$ cat src/rtl/rename_rat.sv
// Two-wide register rename stage with a speculative and an architectural RAT.
// Pops new physical tags at rename, returns stale tags at commit and restores
// the speculative map from the architectural map on an exception.
module rename_rat #(
  parameter int unsigned ARCH_REG_NUM   = 32,
  parameter int unsigned ARCH_REG_WIDTH = 5,
  parameter int unsigned PHY_REG_WIDTH  = 6
) (
  input  logic                      clk,
  input  logic                      rst,
  // rename bundle
  input  logic                      rn_valid_first_i,
  input  logic                      rn_valid_second_i,
  output logic                      rn_ready_o,
  input  logic [ARCH_REG_WIDTH-1:0] rn_rs1_first_i,
  input  logic [ARCH_REG_WIDTH-1:0] rn_rs2_first_i,
  input  logic [ARCH_REG_WIDTH-1:0] rn_rd_first_i,
  input  logic [ARCH_REG_WIDTH-1:0] rn_rs1_second_i,
  input  logic [ARCH_REG_WIDTH-1:0] rn_rs2_second_i,
  input  logic [ARCH_REG_WIDTH-1:0] rn_rd_second_i,
  input  logic                      rn_rd_wen_first_i,
  input  logic                      rn_rd_wen_second_i,
  // downstream
  input  logic                      ds_ready_i,
  output logic                      out_valid_first_o,
  output logic                      out_valid_second_o,
  output logic [PHY_REG_WIDTH-1:0]  out_prs1_first_o,
  output logic [PHY_REG_WIDTH-1:0]  out_prs2_first_o,
  output logic [PHY_REG_WIDTH-1:0]  out_prd_first_o,
  output logic [PHY_REG_WIDTH-1:0]  out_old_prd_first_o,
  output logic [PHY_REG_WIDTH-1:0]  out_prs1_second_o,
  output logic [PHY_REG_WIDTH-1:0]  out_prs2_second_o,
  output logic [PHY_REG_WIDTH-1:0]  out_prd_second_o,
  output logic [PHY_REG_WIDTH-1:0]  out_old_prd_second_o,
  // freelist
  output logic                      fl_rd_first_en_o,
  output logic                      fl_rd_second_en_o,
  input  logic [PHY_REG_WIDTH-1:0]  fl_rdata_first_i,
  input  logic [PHY_REG_WIDTH-1:0]  fl_rdata_second_i,
  input  logic                      fl_empty_i,
  input  logic                      fl_almost_empty_i,
  output logic                      fl_wr_first_en_o,
  output logic                      fl_wr_second_en_o,
  output logic [PHY_REG_WIDTH-1:0]  fl_wdata_first_o,
  output logic [PHY_REG_WIDTH-1:0]  fl_wdata_second_o,
  output logic                      fl_rd_excep_first_en_o,
  output logic                      fl_rd_excep_second_en_o,
  output logic                      fl_excep_rst_o,
  // commit
  input  logic                      cmt_valid_first_i,
  input  logic                      cmt_valid_second_i,
  input  logic                      cmt_rd_wen_first_i,
  input  logic                      cmt_rd_wen_second_i,
  input  logic [ARCH_REG_WIDTH-1:0] cmt_rd_first_i,
  input  logic [ARCH_REG_WIDTH-1:0] cmt_rd_second_i,
  input  logic [PHY_REG_WIDTH-1:0]  cmt_prd_first_i,
  input  logic [PHY_REG_WIDTH-1:0]  cmt_prd_second_i,
  input  logic [PHY_REG_WIDTH-1:0]  cmt_old_prd_first_i,
  input  logic [PHY_REG_WIDTH-1:0]  cmt_old_prd_second_i,
  input  logic                      excep_i
);

  logic [PHY_REG_WIDTH-1:0] srat_q [ARCH_REG_NUM];
  logic [PHY_REG_WIDTH-1:0] srat_d [ARCH_REG_NUM];
  logic [PHY_REG_WIDTH-1:0] arat_q [ARCH_REG_NUM];
  logic [PHY_REG_WIDTH-1:0] arat_d [ARCH_REG_NUM];

  logic                     out_valid_first_q, out_valid_second_q;
  logic [PHY_REG_WIDTH-1:0] prs1_first_q, prs2_first_q, prd_first_q, old_first_q;
  logic [PHY_REG_WIDTH-1:0] prs1_second_q, prs2_second_q, prd_second_q, old_second_q;

  logic                     fire, alloc_first, alloc_second, cmt_first, cmt_second;
  logic [PHY_REG_WIDTH-1:0] prs1_first, prs2_first, prd_first, old_first;
  logic [PHY_REG_WIDTH-1:0] prs1_second, prs2_second, prd_second, old_second;

  // Empty is implied by almost-empty; kept in the term so both flags are honoured.
  assign rn_ready_o = !excep_i & (ds_ready_i | !out_valid_first_q) &
                      !fl_almost_empty_i & !fl_empty_i;
  assign fire       = rn_valid_first_i & rn_ready_o;

  assign alloc_first  = rn_valid_first_i & rn_rd_wen_first_i & (rn_rd_first_i != '0);
  assign alloc_second = rn_valid_second_i & rn_rd_wen_second_i & (rn_rd_second_i != '0);

  // First allocation always takes the first freelist port.
  assign fl_rd_first_en_o  = fire & (alloc_first | alloc_second);
  assign fl_rd_second_en_o = fire & alloc_first & alloc_second;

  // Rename lookup with slot-1 to slot-2 bypass.
  always_comb begin
    prd_first   = alloc_first ? fl_rdata_first_i : '0;
    prd_second  = alloc_second ? (alloc_first ? fl_rdata_second_i : fl_rdata_first_i) : '0;
    prs1_first  = (rn_rs1_first_i == '0) ? '0 : srat_q[rn_rs1_first_i];
    prs2_first  = (rn_rs2_first_i == '0) ? '0 : srat_q[rn_rs2_first_i];
    old_first   = alloc_first ? srat_q[rn_rd_first_i] : '0;
    prs1_second = (rn_rs1_second_i == '0) ? '0 : srat_q[rn_rs1_second_i];
    prs2_second = (rn_rs2_second_i == '0) ? '0 : srat_q[rn_rs2_second_i];
    old_second  = alloc_second ? srat_q[rn_rd_second_i] : '0;
    if (alloc_first && rn_rs1_second_i == rn_rd_first_i) prs1_second = prd_first;
    if (alloc_first && rn_rs2_second_i == rn_rd_first_i) prs2_second = prd_first;
    if (alloc_second && alloc_first && rn_rd_second_i == rn_rd_first_i) old_second = prd_first;
  end

  // Commit: update aRAT, return stale tags compacted onto the first port.
  assign cmt_first  = cmt_valid_first_i & cmt_rd_wen_first_i & (cmt_rd_first_i != '0);
  assign cmt_second = cmt_valid_second_i & cmt_rd_wen_second_i & (cmt_rd_second_i != '0);

  assign fl_wr_first_en_o        = cmt_first | cmt_second;
  assign fl_wr_second_en_o       = cmt_first & cmt_second;
  assign fl_wdata_first_o        = cmt_first ? cmt_old_prd_first_i : cmt_old_prd_second_i;
  assign fl_wdata_second_o       = cmt_old_prd_second_i;
  assign fl_rd_excep_first_en_o  = fl_wr_first_en_o;
  assign fl_rd_excep_second_en_o = fl_wr_second_en_o;
  assign fl_excep_rst_o          = excep_i;

  // Next-state for both maps; slot 2 applied last so it wins on equal rds.
  always_comb begin
    arat_d = arat_q;
    if (cmt_first)  arat_d[cmt_rd_first_i]  = cmt_prd_first_i;
    if (cmt_second) arat_d[cmt_rd_second_i] = cmt_prd_second_i;
    srat_d = srat_q;
    if (excep_i) begin
      srat_d = arat_d;
    end else if (fire) begin
      if (alloc_first)  srat_d[rn_rd_first_i]  = prd_first;
      if (alloc_second) srat_d[rn_rd_second_i] = prd_second;
    end
  end

  // RAT state, identity mapping out of reset.
  always_ff @(posedge clk or negedge rst) begin
    if (!rst) begin
      for (int unsigned i = 0; i < ARCH_REG_NUM; i++) begin
        srat_q[i] <= PHY_REG_WIDTH'(i);
        arat_q[i] <= PHY_REG_WIDTH'(i);
      end
    end else begin
      srat_q <= srat_d;
      arat_q <= arat_d;
    end
  end

  // Output register: load on fire, hold under backpressure, drop on flush.
  always_ff @(posedge clk or negedge rst) begin
    if (!rst) begin
      out_valid_first_q  <= 1'b0;
      out_valid_second_q <= 1'b0;
      prs1_first_q       <= '0;
      prs2_first_q       <= '0;
      prd_first_q        <= '0;
      old_first_q        <= '0;
      prs1_second_q      <= '0;
      prs2_second_q      <= '0;
      prd_second_q       <= '0;
      old_second_q       <= '0;
    end else if (excep_i) begin
      out_valid_first_q  <= 1'b0;
      out_valid_second_q <= 1'b0;
    end else if (fire) begin
      out_valid_first_q  <= 1'b1;
      out_valid_second_q <= rn_valid_second_i;
      prs1_first_q       <= prs1_first;
      prs2_first_q       <= prs2_first;
      prd_first_q        <= prd_first;
      old_first_q        <= old_first;
      prs1_second_q      <= prs1_second;
      prs2_second_q      <= prs2_second;
      prd_second_q       <= prd_second;
      old_second_q       <= old_second;
    end else if (ds_ready_i) begin
      out_valid_first_q  <= 1'b0;
      out_valid_second_q <= 1'b0;
    end
  end

  assign out_valid_first_o    = out_valid_first_q;
  assign out_valid_second_o   = out_valid_second_q;
  assign out_prs1_first_o     = prs1_first_q;
  assign out_prs2_first_o     = prs2_first_q;
  assign out_prd_first_o      = prd_first_q;
  assign out_old_prd_first_o  = old_first_q;
  assign out_prs1_second_o    = prs1_second_q;
  assign out_prs2_second_o    = prs2_second_q;
  assign out_prd_second_o     = prd_second_q;
  assign out_old_prd_second_o = old_second_q;

endmodule

$ cat config.mk
export PLATFORM = sky130hd
export DESIGN_NAME = rename_rat
export DESIGN_NICKNAME = d
export VERILOG_FILES = /design/src/rtl/rename_rat.sv
export SDC_FILE = /design/constraint.sdc
export NUM_CORES = 2
export LEC_CHECK = 0
export ABC_AREA = 1
export CORE_MARGIN = 4
export CORE_UTILIZATION = 25
export CTS_BUF_LIST = sky130_fd_sc_hd__clkbuf_2 sky130_fd_sc_hd__clkbuf_4 sky130_fd_sc_hd__clkbuf_8
export DETAILED_ROUTE_END_ITERATION = 16
export RECOVER_POWER = 25
export SLEW_MARGIN = 20
export SYNTH_ARGS = -nofsm -noshare
export SYNTH_HDL_FRONTEND = slang
export SYNTH_SLANG_ARGS = --single-unit
$ cat constraint.sdc
create_clock -name clk -period 1.92 [get_ports clk]
set_input_delay 0.288 -clock clk [delete_from_list [all_inputs] [get_ports clk]]
set_output_delay 0.288 -clock clk [all_outputs]
set_load 0.01 [all_outputs]
==> out/qor.yml <==
maxCapViolCount: 0
first_global_vias: 43310
grt_max_degree: 95
r2r_slack_ns: -0.44
gp_routability_congestion: 1.088
synth_cells: 5742
synth_nets: 5832
dp_hpwl_mm: 182.1
timing.fmax_mhz: 410.2
fin_skew_ns: 0.07278
root_buffer: "clkbuf_8"
area_delta_synth_final_pct: 50.36
finalNetCount: 6810
hold_depth: 2
core_um2: 140200
grt_overflow: 0
ys_warn_count: 0
ys_top_cells_by_area: "nand2_1 (21%), dfrtp_1 (19%), dfstp_2 (12%)"
p_int_mw: 25.13
power_mw: 43.43
tightestPinTransition_ns: 1.169
outcome: "finished with violations"
holdPathEnd: "out_valid_second_o"
synth_top_cell_by_area: "nand2_1"
dieWidth_um: 384.5
arrival_ns: 2.15
syn_area_per_cell_um2: 6.172
io_buffer_count: 159
ir_worst_vdd_v: 0.0005241
htreeDepth: 3
totalWireLength_mm: 243.6
wl_per_cell_um: 28.10
synth_top_family_by_area: "simple AND/OR/NAND/NOR gates"
crit_path_max_fanout: 2
synth_most_common_cell: "nand2_1"
cts_made_buffers: 82
synth-simple-area-share: 0.3712
final-setup-viol-count: 244
rows: 137
ys_seq_area_frac: 0.3121
path_class: "reg2out"
powerDensity_nw_per_um2: 815.1
start_util: 0.2527
clockBufferDepth: 3
io_pins: 160
power_switching_mw: 18.30
netlist_area_um2: 35440
layout-drive-gt1-share: 0.2970
clkSinkCount: 434
globalRouteTotalUtil: 0.3048
p_comb_frac: 0.406
die_h_um: 384.5
cts_tree: "done"
hp-class: "in2reg"
final_cells: 8669
slew_violations: 0
stdcell_area_um2: 53280
synth_cell_types: 46
seq_power_share: 0.332
synthArstFlopShare: 1.000
ys_seq_elements: 434
dr.pass1.iters: 8
clk_pin_slew_worst_paths_ns: 0.06
failed_checks: "setup timing"
synth_compound_area_frac: 0.2129
synth_flop_cell: "dfrtp_1"
period_minus_slack_ns: 2.438
placed_area_um2: 47170
dp.cells: 8416
antenna_found_initial: 8
total_leakage_power_nw: 25.45
synth_edf_count: 0
worstPathRequired_ns: 1.63
synthMuxAreaShare: 0.001907
via_per_inst: 5.579
clockPowerShare: 0.262
synthTopCellsByCount: "nand2_1 (1956), nand3_1 (696), o21ai_0 (526)"
route.detailed.drc: 0
drtIter0Drc: 7586
hold_viol: 0
synth_fa_ha_area_frac: 0
reg2reg_to: "srat_q[41]"
ant_nets: 0
hold_start: "ds_ready_i"
power.share.switching: 0.4214
endpoint_kind: "primary output"
reg2reg_depth: 17
clk_latency_ns: 0.86
layout_setup_ws_ns: -0.5181
grt_pass1_wl_mm: 323.4
finalCritPeriodShare: 1.270
synth_xor_area_frac: 0.002224
rr_startpoint: "out_valid_first_o"
synth_top_area_share: 0.2072
slew_headroom: 0.2208
vias: 48360
rsz0062_at_grt: "true"
startpoint_type: "flip-flop"
die-area_um2: 147800
-- worst max-delay path, stage by stage, from the launching register on --
cell and delay, ns:
dfrtp_1 0.38, inv_1 0.05, nor2_1 0.04, inv_2 0.13, nand2_2 0.11, inv_4 0.10, nand2_8 0.06, buf_6 0.13
a21oi_4 0.19, buf_6 0.14
-- worst max-delay path by stage --
stage | startpoint | endpoint | cells after the start
floorplan | excep_i | fl_rd_first_en_o | 8
global placement | fl_almost_empty_i | fl_rd_second_en_o | 11
detailed placement | fl_almost_empty_i | fl_rd_second_en_o | 11
CTS | out_valid_first_o | fl_rd_second_en_o | 10
global route | out_valid_first_o | fl_rd_first_en_o | 9
finish | out_valid_first_o | fl_rd_first_en_o | 9
-- registers in the layout (all words and copies together) (netlist names) --
register	cells
out_prs1_second_o	6
out_prd_second_o	6
out_old_prd_first_o	6
out_valid_second_o	1
out_prs1_first_o	6
srat_q	192
out_prs2_second_o	6
out_old_prd_second_o	6
out_prs2_first_o	6
out_prd_first_o	6
out_valid_first_o	1
arat_q	192
-- metrics by stage --
| stage | util | hold slack (ns) | TNS [ns] | worst slack, ns |
|---|---|---|---|---|
| finish | 0.3800 | 0.08556 | -71.33 | -0.5181 |
| global route | 0.3800 | 0.05872 | -93.69 | -0.6172 |
| CTS | 0.3526 | 0.03293 | -33.76 | -0.5307 |
| detailed placement | 0.3364 | 0.2424 | -232.28 | -1.044 |
| global placement | 0.3364 | 0.2405 | -229.97 | -1.043 |
| floorplan | - | -0.007591 | 0 | 0.1453 |
-- placed cells by master (no fill, tap or decap), drive strengths merged, types with 6 or more instances in the layout --
cell type	Yosys	layout
clkdlybuf4s50	0	74
bufinv	0	8
a31oi	6	6
dfrtp	274	274
dlygate4sd2	0	11
o22ai	43	43
nor3	55	55
and2	40	40
a21boi	10	10
inv	401	403
clkdlybuf4s15	0	6
mux2	6	6
o211ai	257	257
a22oi	10	10
nand2	1975	1975
buf	143	1140
clkinv	22	42
nand4	83	83
dlymetal6s2s	0	47
o21ai	545	545
clkbuf	293	167
a21oi	462	462
nand3	700	700
xnor2	8	8
dfstp	160	160
nor2	240	240
-- power by group through the flow --
stage / registers [mW] / logic (mW) / clock network, mW
after floorplan: 13.1 / 7.37 / 0
after global placement: 14.2 / 15.7 / 0
after detailed placement: 14.2 / 15.8 / 0
after CTS: 14.1 / 15.9 / 11.5
after global routing: 14.5 / 18.6 / 11.8
final: 14.4 / 17.6 / 11.4
-- final cells by class --
cell class,count,area [um2]
repair inverters,4,81.33
well taps,1876,2347
fillers,14790,86930
inverters,423,1663
multi-input cells,4449,23040
clock inverters,31,437.9
repair buffers,1326,13080
clock buffers,122,1554
flip-flops and latches,434,11070
diodes,4,10.01
-- routing by layer --
layer / track usage / up-vias / part of all wire / wire [um]
li1: - / 21170 / - / -
met1: 0.4026 / 22880 / 0.39 / 94050
met2: 0.4462 / 3513 / 0.41 / 99840
met3: 0.08273 / 789 / 0.13 / 31550
met4: 0.1727 / 4 / 0.075 / 18160
met5: 0 / - / 0.000086 / 21
-- kinds of logic after synthesis --
kind of cell | count (synthesis)
compound gates | 1340
flops | 434
xor+xnor | 9
mux | 6
buf+inv | 859
simple gates | 3094
-- what timing repair did --
action | 4_1_cts | 5_1_grt
setup endpoints to repair | 294 | 295
hold buffers | 3 | 0
buffers inserted | 19 | 37
resized for setup | 112 | 695
gates cloned | 0 | 42
pin swaps | 16 | 111
endpoints found under the hold margin | 340 | 0
No activity file was read; power rests on OpenSTA's default activity.
